===== src/rtl/mem_arb_ctrl.sv =====
// mem_arb_ctrl: arbiter/sequencer between the I/D cache miss handlers and the
// shared multi-cycle main memory. Grants one transaction at a time (D before I),
// issues pipelined block reads, steers returned words into the owning cache,
// and performs single-word write-through stores for the D side.
module mem_arb_ctrl #(
  parameter int unsigned LATENCY = 4,
  parameter int unsigned WORDS   = 8
) (
  input  logic        clk,
  input  logic        rst_n,
  input  logic        i_req,
  input  logic [15:0] i_addr,
  input  logic        d_req,
  input  logic        d_wr,
  input  logic [15:0] d_addr,
  input  logic [15:0] d_wdata,
  output logic        mem_en,
  output logic        mem_wr,
  output logic [15:0] mem_addr,
  output logic [15:0] mem_wdata,
  input  logic [15:0] mem_rdata,
  input  logic        mem_valid,
  output logic        fill_we,
  output logic        fill_sel,
  output logic [2:0]  fill_word,
  output logic [15:0] fill_data,
  output logic        i_done,
  output logic        d_done,
  output logic        busy
);

  localparam int unsigned DW = $clog2(LATENCY + 1);
  localparam int unsigned IW = $clog2(WORDS + 1);

  typedef enum logic [1:0] {
    IDLE,
    FILL,
    WRITE
  } state_t;

  state_t         state;
  logic           owner;      // 0 = I-cache, 1 = D-cache
  logic [15:0]    base;
  logic [IW-1:0]  issue_cnt;
  logic [2:0]     rcv_cnt;
  logic [DW-1:0]  drain_cnt;

  logic           issuing;
  logic           last_word;

  assign issuing   = (state == FILL) && (issue_cnt < IW'(WORDS));
  assign last_word = (state == FILL) && mem_valid && (rcv_cnt == 3'(WORDS - 1));

  // Sequencer: grant, issue/receive counting, and post-reset drain of stale responses
  always_ff @(posedge clk or negedge rst_n) begin
    if (!rst_n) begin
      state     <= IDLE;
      owner     <= 1'b0;
      base      <= '0;
      issue_cnt <= '0;
      rcv_cnt   <= '0;
      drain_cnt <= DW'(LATENCY);
    end else begin
      case (state)
        IDLE: begin
          if (drain_cnt != '0) begin
            drain_cnt <= drain_cnt - 1'b1;
          end else if (d_req && d_wr) begin
            state <= WRITE;
          end else if (d_req) begin
            state <= FILL;
            owner <= 1'b1;
            base  <= d_addr & 16'hFFF0;
          end else if (i_req) begin
            state <= FILL;
            owner <= 1'b0;
            base  <= i_addr & 16'hFFF0;
          end
        end
        FILL: begin
          if (issuing)   issue_cnt <= issue_cnt + 1'b1;
          if (mem_valid) rcv_cnt   <= rcv_cnt + 1'b1;
          if (last_word) begin
            state     <= IDLE;
            issue_cnt <= '0;
            rcv_cnt   <= '0;
          end
        end
        WRITE:   state <= IDLE;
        default: state <= IDLE;
      endcase
    end
  end

  // Output decode from registered state; fill/done depend on mem_valid because
  // the returned word and its completion pulse share the response cycle.
  always_comb begin
    mem_en    = issuing || (state == WRITE);
    mem_wr    = (state == WRITE);
    mem_addr  = '0;
    mem_wdata = '0;
    if (state == WRITE) begin
      mem_addr  = d_addr;
      mem_wdata = d_wdata;
    end else if (issuing) begin
      mem_addr = base + (16'(issue_cnt) << 1);
    end
    fill_we   = (state == FILL) && mem_valid;
    fill_sel  = fill_we && owner;
    fill_word = fill_we ? rcv_cnt : '0;
    fill_data = fill_we ? mem_rdata : '0;
    i_done    = last_word && !owner;
    d_done    = (last_word && owner) || (state == WRITE);
    busy      = (state != IDLE);
  end

endmodule

===== config.mk =====
export PLATFORM = sky130hd
export DESIGN_NAME = mem_arb_ctrl
export DESIGN_NICKNAME = d
export VERILOG_FILES = /design/src/rtl/mem_arb_ctrl.sv
export SDC_FILE = /design/constraint.sdc
export NUM_CORES = 1
export LEC_CHECK = 0
export BUFFER_PORTS_ARGS = -buffer_cell sky130_fd_sc_hd__buf_2
export CORE_UTILIZATION = 40
export CTS_BUF_LIST = sky130_fd_sc_hd__clkbuf_16
export DETAILED_ROUTE_END_ITERATION = 8
export GPL_TIMING_DRIVEN = 0
export PLACE_DENSITY = 0.79
export SYNTH_ARGS = -nofsm -noshare
export SYNTH_HDL_FRONTEND = slang
export SYNTH_SLANG_ARGS = --single-unit

===== constraint.sdc =====
create_clock -name clk -period 3.05 [get_ports clk]
set_input_delay 0.305 -clock clk [delete_from_list [all_inputs] [get_ports clk]]
set_output_delay 0.305 -clock clk [all_outputs]
set_load 0.01 [all_outputs]

# Word level (Yosys, flattened, before mapping)
# Index checks and enable logic that the tools add are counted.
# word_totals
ff_bits	29
latchBits	0
mem_bits_rw	0
rom_bits	0
in_bits	70
out_inout_bits	58
mem_count	0
# classes
addsub	4
mul	0
n_div	0
order_cmp	1
n_eq_ne	6
n_shift	0
muxes	19
bitwise_logic	2
n_reduce_logical	21
# ops
op	count
two-way mux 16 bit	6
adder 16 x 5 -> 16 bit	1
two-way mux 2 bit	5
two-way mux 3 bit	3
two-way mux 4 bit	2
nonzero test 2 bit	4
logical AND 1 bit	7
AND reduction 2 bit	3
adder 4 x 1 -> 4 bit (second input constant)	1
< comparator 4 bit (second input constant)	1
!= test 2 bit (second input constant)	2
!= test 4 bit (second input constant)	1
one-hot mux 2 bit (2 select lines)	1
AND reduction 4 bit	1
adder 3 x 1 -> 3 bit (second input constant)	1
== test 3 bit (second input constant)	1
AND reduction 3 bit	1
nonzero test 3 bit	1
subtractor 3 x 1 -> 3 bit (second input constant)	1
== test 2 x 1 -> 1 bit (second input constant)	1
== test 2 bit (second input constant)	1
zero test 2 bit	1
logical OR 1 bit	2
two-way mux 1 bit	2
other kinds (2)	3

# Logic depth before layout (Yosys ltp)
# depth
ltp_word	5
depth_mapped	7
mapped_depth_nobuf	6

# Worst setup path after synthesis
# OpenSTA, ideal clock, no wires.
# synth_timing
kind	register to register
startpoint	register drain_cnt[0]
endpoint	register base[10]
setup_time_ps	126
arrival_time_ps	1684
required_ps	2924
path_slack_ps	1240
stages_incl_launch_ff	8
path_buffers	1
period_less_slack_ps	1810
cell_sequence	dfrtp_1 -> inv_1 -> ha_1 -> or4b_4 -> nor2_8 -> buf_6 -> a21boi_1 -> a311o_1
# synth_between
elab_chain_len	3
# synth_rtl
element	line	rtl
start, declared	46	logic [DW-1:0] drain_cnt;
start signal, assigned	62	drain_cnt <= DW'(LATENCY);
start signal, assigned	67	drain_cnt <= drain_cnt - 1'b1;
nonzero test 3 bit	66	if (drain_cnt != '0) begin
NOT 1 bit (no line)	-	
AND reduction 4 bit (no line)	-	
end signal, assigned	73	base <= d_addr & 16'hFFF0;
end signal, assigned	77	base <= i_addr & 16'hFFF0;
end, declared	43	logic [15:0] base;
# Every way passes these cells.
# A chain may end at the register's enable or synchronous reset.

# Final worst setup path
# layout_timing
startpoint	register state[0]
endpoint	output mem_addr[4]
# layout_between
elab_chain_len	4
word_cells_on_any_way	5
classes_between	2 x eq/ne; 2 x mux; 1 x reduce/logical
# layout_rtl
element	line	rtl
start, declared	41	state_t state;
start signal, assigned	57	state <= IDLE;
start signal, assigned	69	state <= WRITE;
start signal, assigned	71	state <= FILL;
== test 2 x 1 -> 1 bit	51	assign issuing = (state == FILL) && (issue_cnt < IW'(WORDS));
logical AND 1 bit	51	
two-way mux 16 bit	105	end else if (issuing) begin
two-way mux 16 bit *	102	if (state == WRITE) begin
end, declared	19	output logic [15:0] mem_addr,
# Mark *: on every way between the ends. The rest lies on a longest branch, timed or not.

==> metrics.md <==
| Metric | Value |
|---|---|
| Cell type group with the largest total delay on the critical path | `buffers and inverters` |
| Count of warnings emitted by yosys | `0` |
| Die area | `5140 um2` |
| Cell with the biggest individual delay on the critical path | `sky130_fd_sc_hd__clkbuf_1` |
| Placeable core region | `4500 um2` |
| Setup repair after global routing missed its margin | `false` |
| Weighted congestion at the end of routability-driven global placement | `0.877` |
| CTS tree | `built` |
| Hold Violations, Final | `0` |
| WP buf/inv | `3` |
| Top-level I/O count | `128` |
| Effective utilization at floorplan | `43.1%` |
| Data arrival time of the critical path | `1.97 ns` |
| First-iteration detailed-routing DRC count | `129` |
| Post-CTS clock slew at the launch and capture registers of the worst setup and hold paths | `0.07 ns` |
| Synthesized netlist net count | `287` |
| Final clock period utilization by the worst path | `74.6%` |
| Fin. max-slew vios | `0` |
| Average wire length per cell after detail routing | `14.3 um` |
| DRC violation count after routing | `0` |
| Required time at the worst-slack endpoint | `2.74 ns` |
| Max-slew headroom at the worst pin | `61.0%` |
| Type of origin of the critical path | `flop` |
| Cells along the critical path | `and2b_1 -> clkbuf_1 -> clkbuf_1 -> a22o_1 -> buf_2` |
| Diodes inserted | `0` |
| Overall power after layout | `1.97 mW` |
| Net switching component of the power | `791 uW` |
| Maximum level of the CTS H-tree | `1` |
| Share of synthesized area occupied by flip-flops and latches | `32.3%` |
| Max-cap violations | `0` |
| Number of sinks on the clock net | `25` |
| IR Drop Worst-Case VDD | `0.000482 V` |
| Internal power | `1.18 mW` |
| Detailed placement HPWL | `4230 um` |
| Area growth, synth to finish | `39.2%` |
| Final wirelength | `5560 um` |
| Share of total power in sequential cells | `31.6%` |
| Leakage power | `1.53 nW` |
| Reg area | `627 um2` |
| Kind of end point of the critical path | `output pin` |
| Number of CTS-inserted buffers | `3` |
| Type of the worst min-delay path | `in2async` |
| Shortest clock period the worst path allows after layout | `2.28 ns` |
| Mean number of vias per cell | `5.25` |
| Fmax achieved | `439 MHz` |
| CTS Hold Buffers Added | `0` |
| Pin count of the biggest net entering global routing | `26` |
| Count of flip-flops with a built-in enable after synthesis | `0` |
| Most used cell, CP | `sky130_fd_sc_hd__clkbuf_1` |
| Antenna violations before repair | `0` |
| Detailed-routing iteration count for the pre-antenna-repair pass | `4` |
| Die Span X | `71.7 um` |
| Area of the mapped netlist | `1940 um2` |
| Number of synthesized register bits | `25` |
| Buffer levels on the longest clock path | `2` |
| Number of global-route vias before repair | `1869` |
| Multi-input combinational cell area | `1200 um2` |
| Main synth FF type | `sky130_fd_sc_hd__dfrtp_1` |
| GRT Total Usage | `21.3%` |
| Max Fanout on Critical Path | `10` |
| Outcome | `completed` |
| Overflow left after global routing | `0` |
| Aggregate negative setup slack | `0 ns` |
| Clk Latency, worst-skew pair | `0.26 ns` |
| Category of the critical setup timing path | `reg2out` |
| Port buffer count | `123` |
| Clock Skews | `0.00522 ns` |
| First-pass GRT wire length | `8560 um` |
| Fill cell total of the finished layout | `407` |
| Max incr delay on CP | `0.44 ns` |
| CTS resizes | `0` |
| Number of library cell types mapped by synthesis | `42` |
| Net switching share of the total power | `40.2%` |
| Die boundary height | `71.7 um` |
| Transition time at the pin with the least slew margin | `0.586 ns` |
| Share of post-route cells with drive strength above 1 | `42.1%` |
| Final number of setup-violating endpoints | `0` |
| Power share of the clock group | `15.2%` |
| Combinational group share of total power | `53.2%` |
| Mean cell area of the mapped netlist | `9.25 um2` |
| Count of nets after finishing | `415` |
| Total number of placement rows | `24` |
| Count of vias placed by the detailed router | `2044` |
| Number of buffers inserted by post-CTS setup repair | `0` |
| Power per unit of standard cell area | `727 nW/um2` |
| Number of nets with antenna violations after routing | `0` |
| Clock tree root buffer cell | `sky130_fd_sc_hd__clkbuf_16` |
| Async set or reset register ratio after synthesis | `100%` |
| Gate count of the mapped netlist | `210` |
[stage by stage]
stage / area (um2) / instances / setup slack, ns / utilization (%) / hold WS [ns]
after floorplan: 1940 / 210 / 1.24 / - / 0.00941
after global placement: 2620 / 385 / 1.09 / 58.2 / 0.339
after detailed placement: 2620 / 385 / 1.06 / 58.2 / 0.340
after CTS: 2700 / 389 / 0.772 / 60.0 / 0.0531
after global routing: 2700 / 389 / 0.663 / 60.0 / 0.0790
final: 2700 / 389 / 0.775 / 60.0 / 0.0370
[placed cells by master, fill, tap and decap left out, types with 7 or more instances in the layout]
master                     instances
sky130_fd_sc_hd__xnor2_1          11
sky130_fd_sc_hd__nand2_1           7
sky130_fd_sc_hd__a21boi_1         10
sky130_fd_sc_hd__clkbuf_1         13
sky130_fd_sc_hd__and2_1           19
sky130_fd_sc_hd__ha_1              7
sky130_fd_sc_hd__dfrtp_1          24
sky130_fd_sc_hd__a22o_1           16
sky130_fd_sc_hd__a311o_1          11
sky130_fd_sc_hd__buf_2           124
sky130_fd_sc_hd__and3_1           32
[path summary, 6_finish.rpt]
kind                                           from                        to  slack, ns  cells after the start
max in group asynchronous                     rst_n  drain_cnt[2]$_DFFE_PN1P_       2.62                      1
min reg2reg                drain_cnt[2]$_DFFE_PN1P_  drain_cnt[2]$_DFFE_PN1P_       0.53                      1
min in group clk                          d_addr[5]       base[5]$_DFFE_PN0P_       0.31                      2
max                            state[0]$_DFFE_PN0P_               mem_addr[4]       0.77                      5
min                                           rst_n  issue_cnt[1]$_DFFE_PN0P_       0.04                      1
max reg2reg                drain_cnt[0]$_DFFE_PN0P_      base[13]$_DFFE_PN0P_       1.07                      7
[sequential cells by signal, indices dropped and copies added (netlist names)]
name / count
owner: 1
drain_cnt: 3
rcv_cnt: 3
state: 2
base: 12
issue_cnt: 4
[cells by family (layout without fill, tap and decap cells)]
kind of cell / after synthesis / count (layout) / synth area share, %
AND/OR/NAND/NOR: 87 / 87 / 28.0
flip-flops: 25 / 25 / 32.3
AO/OA/AOI/OAI: 51 / 51 / 21.6
multiplexers: 3 / 3 / 1.68
buffers and inverters: 23 / 150 / 5.67
XOR/XNOR: 14 / 14 / 6.31
adder cells (fa/ha/maj): 7 / 7 / 4.51
[routing by layer]
layer	global-route usage (%)	part of all wire (%)	wire [um]	vias to the layer above
met5	0	0	0	-
met4	7.19	1.7	95	0
met3	3.80	5.1	281	13
met2	37.2	51	2810	68
met1	26.6	43	2370	934
li1	-	-	-	1029
[power groups by stage]
stage / combinational, mW / sequential (mW) / clock [mW]
floorplan: 0.739 / 0.584 / 0
global placement: 1.02 / 0.618 / 0
detailed placement: 1.04 / 0.627 / 0
CTS: 1.05 / 0.621 / 0.306
global route: 1.16 / 0.645 / 0.317
finish: 1.05 / 0.622 / 0.299
[synthesized netlist by cell type, drive strengths merged, types with 2 or more instances]
library cell  number  share of area, %
and4               3               1.4
a21oi              6               1.5
buf                5               2.2
a21boi            11               4.4
and3              32                10
xor2               3               1.4
dfrtp             24                31
nand4              4               1.3
ha                 7               4.5
mux2               2               1.2
a22o              16               7.2
a311o             11               5.7
clkbuf            13               2.5
nor3               3               1.0
inv                5              0.97
and2              19               6.1
nand3              4               1.0
nor2b              2              0.64
xnor2             11               5.0
nand2              7               1.4
nor2               7               2.3
[area by class of cell]
| cell class | count | area share (%) |
|---|---|---|
| Clock inverter | 1 | 0.185 |
| Multi-Input combinational cell | 162 | 44.6 |
| Sequential cell | 25 | 23.2 |
| Inverter | 5 | 0.694 |
| Buffer | 18 | 3.38 |
| Tap cell | 52 | 2.41 |
| Timing Repair Buffer | 123 | 22.8 |
| Clock buffer | 3 | 2.78 |
Note: power is estimated with default switching activity, not from simulation.
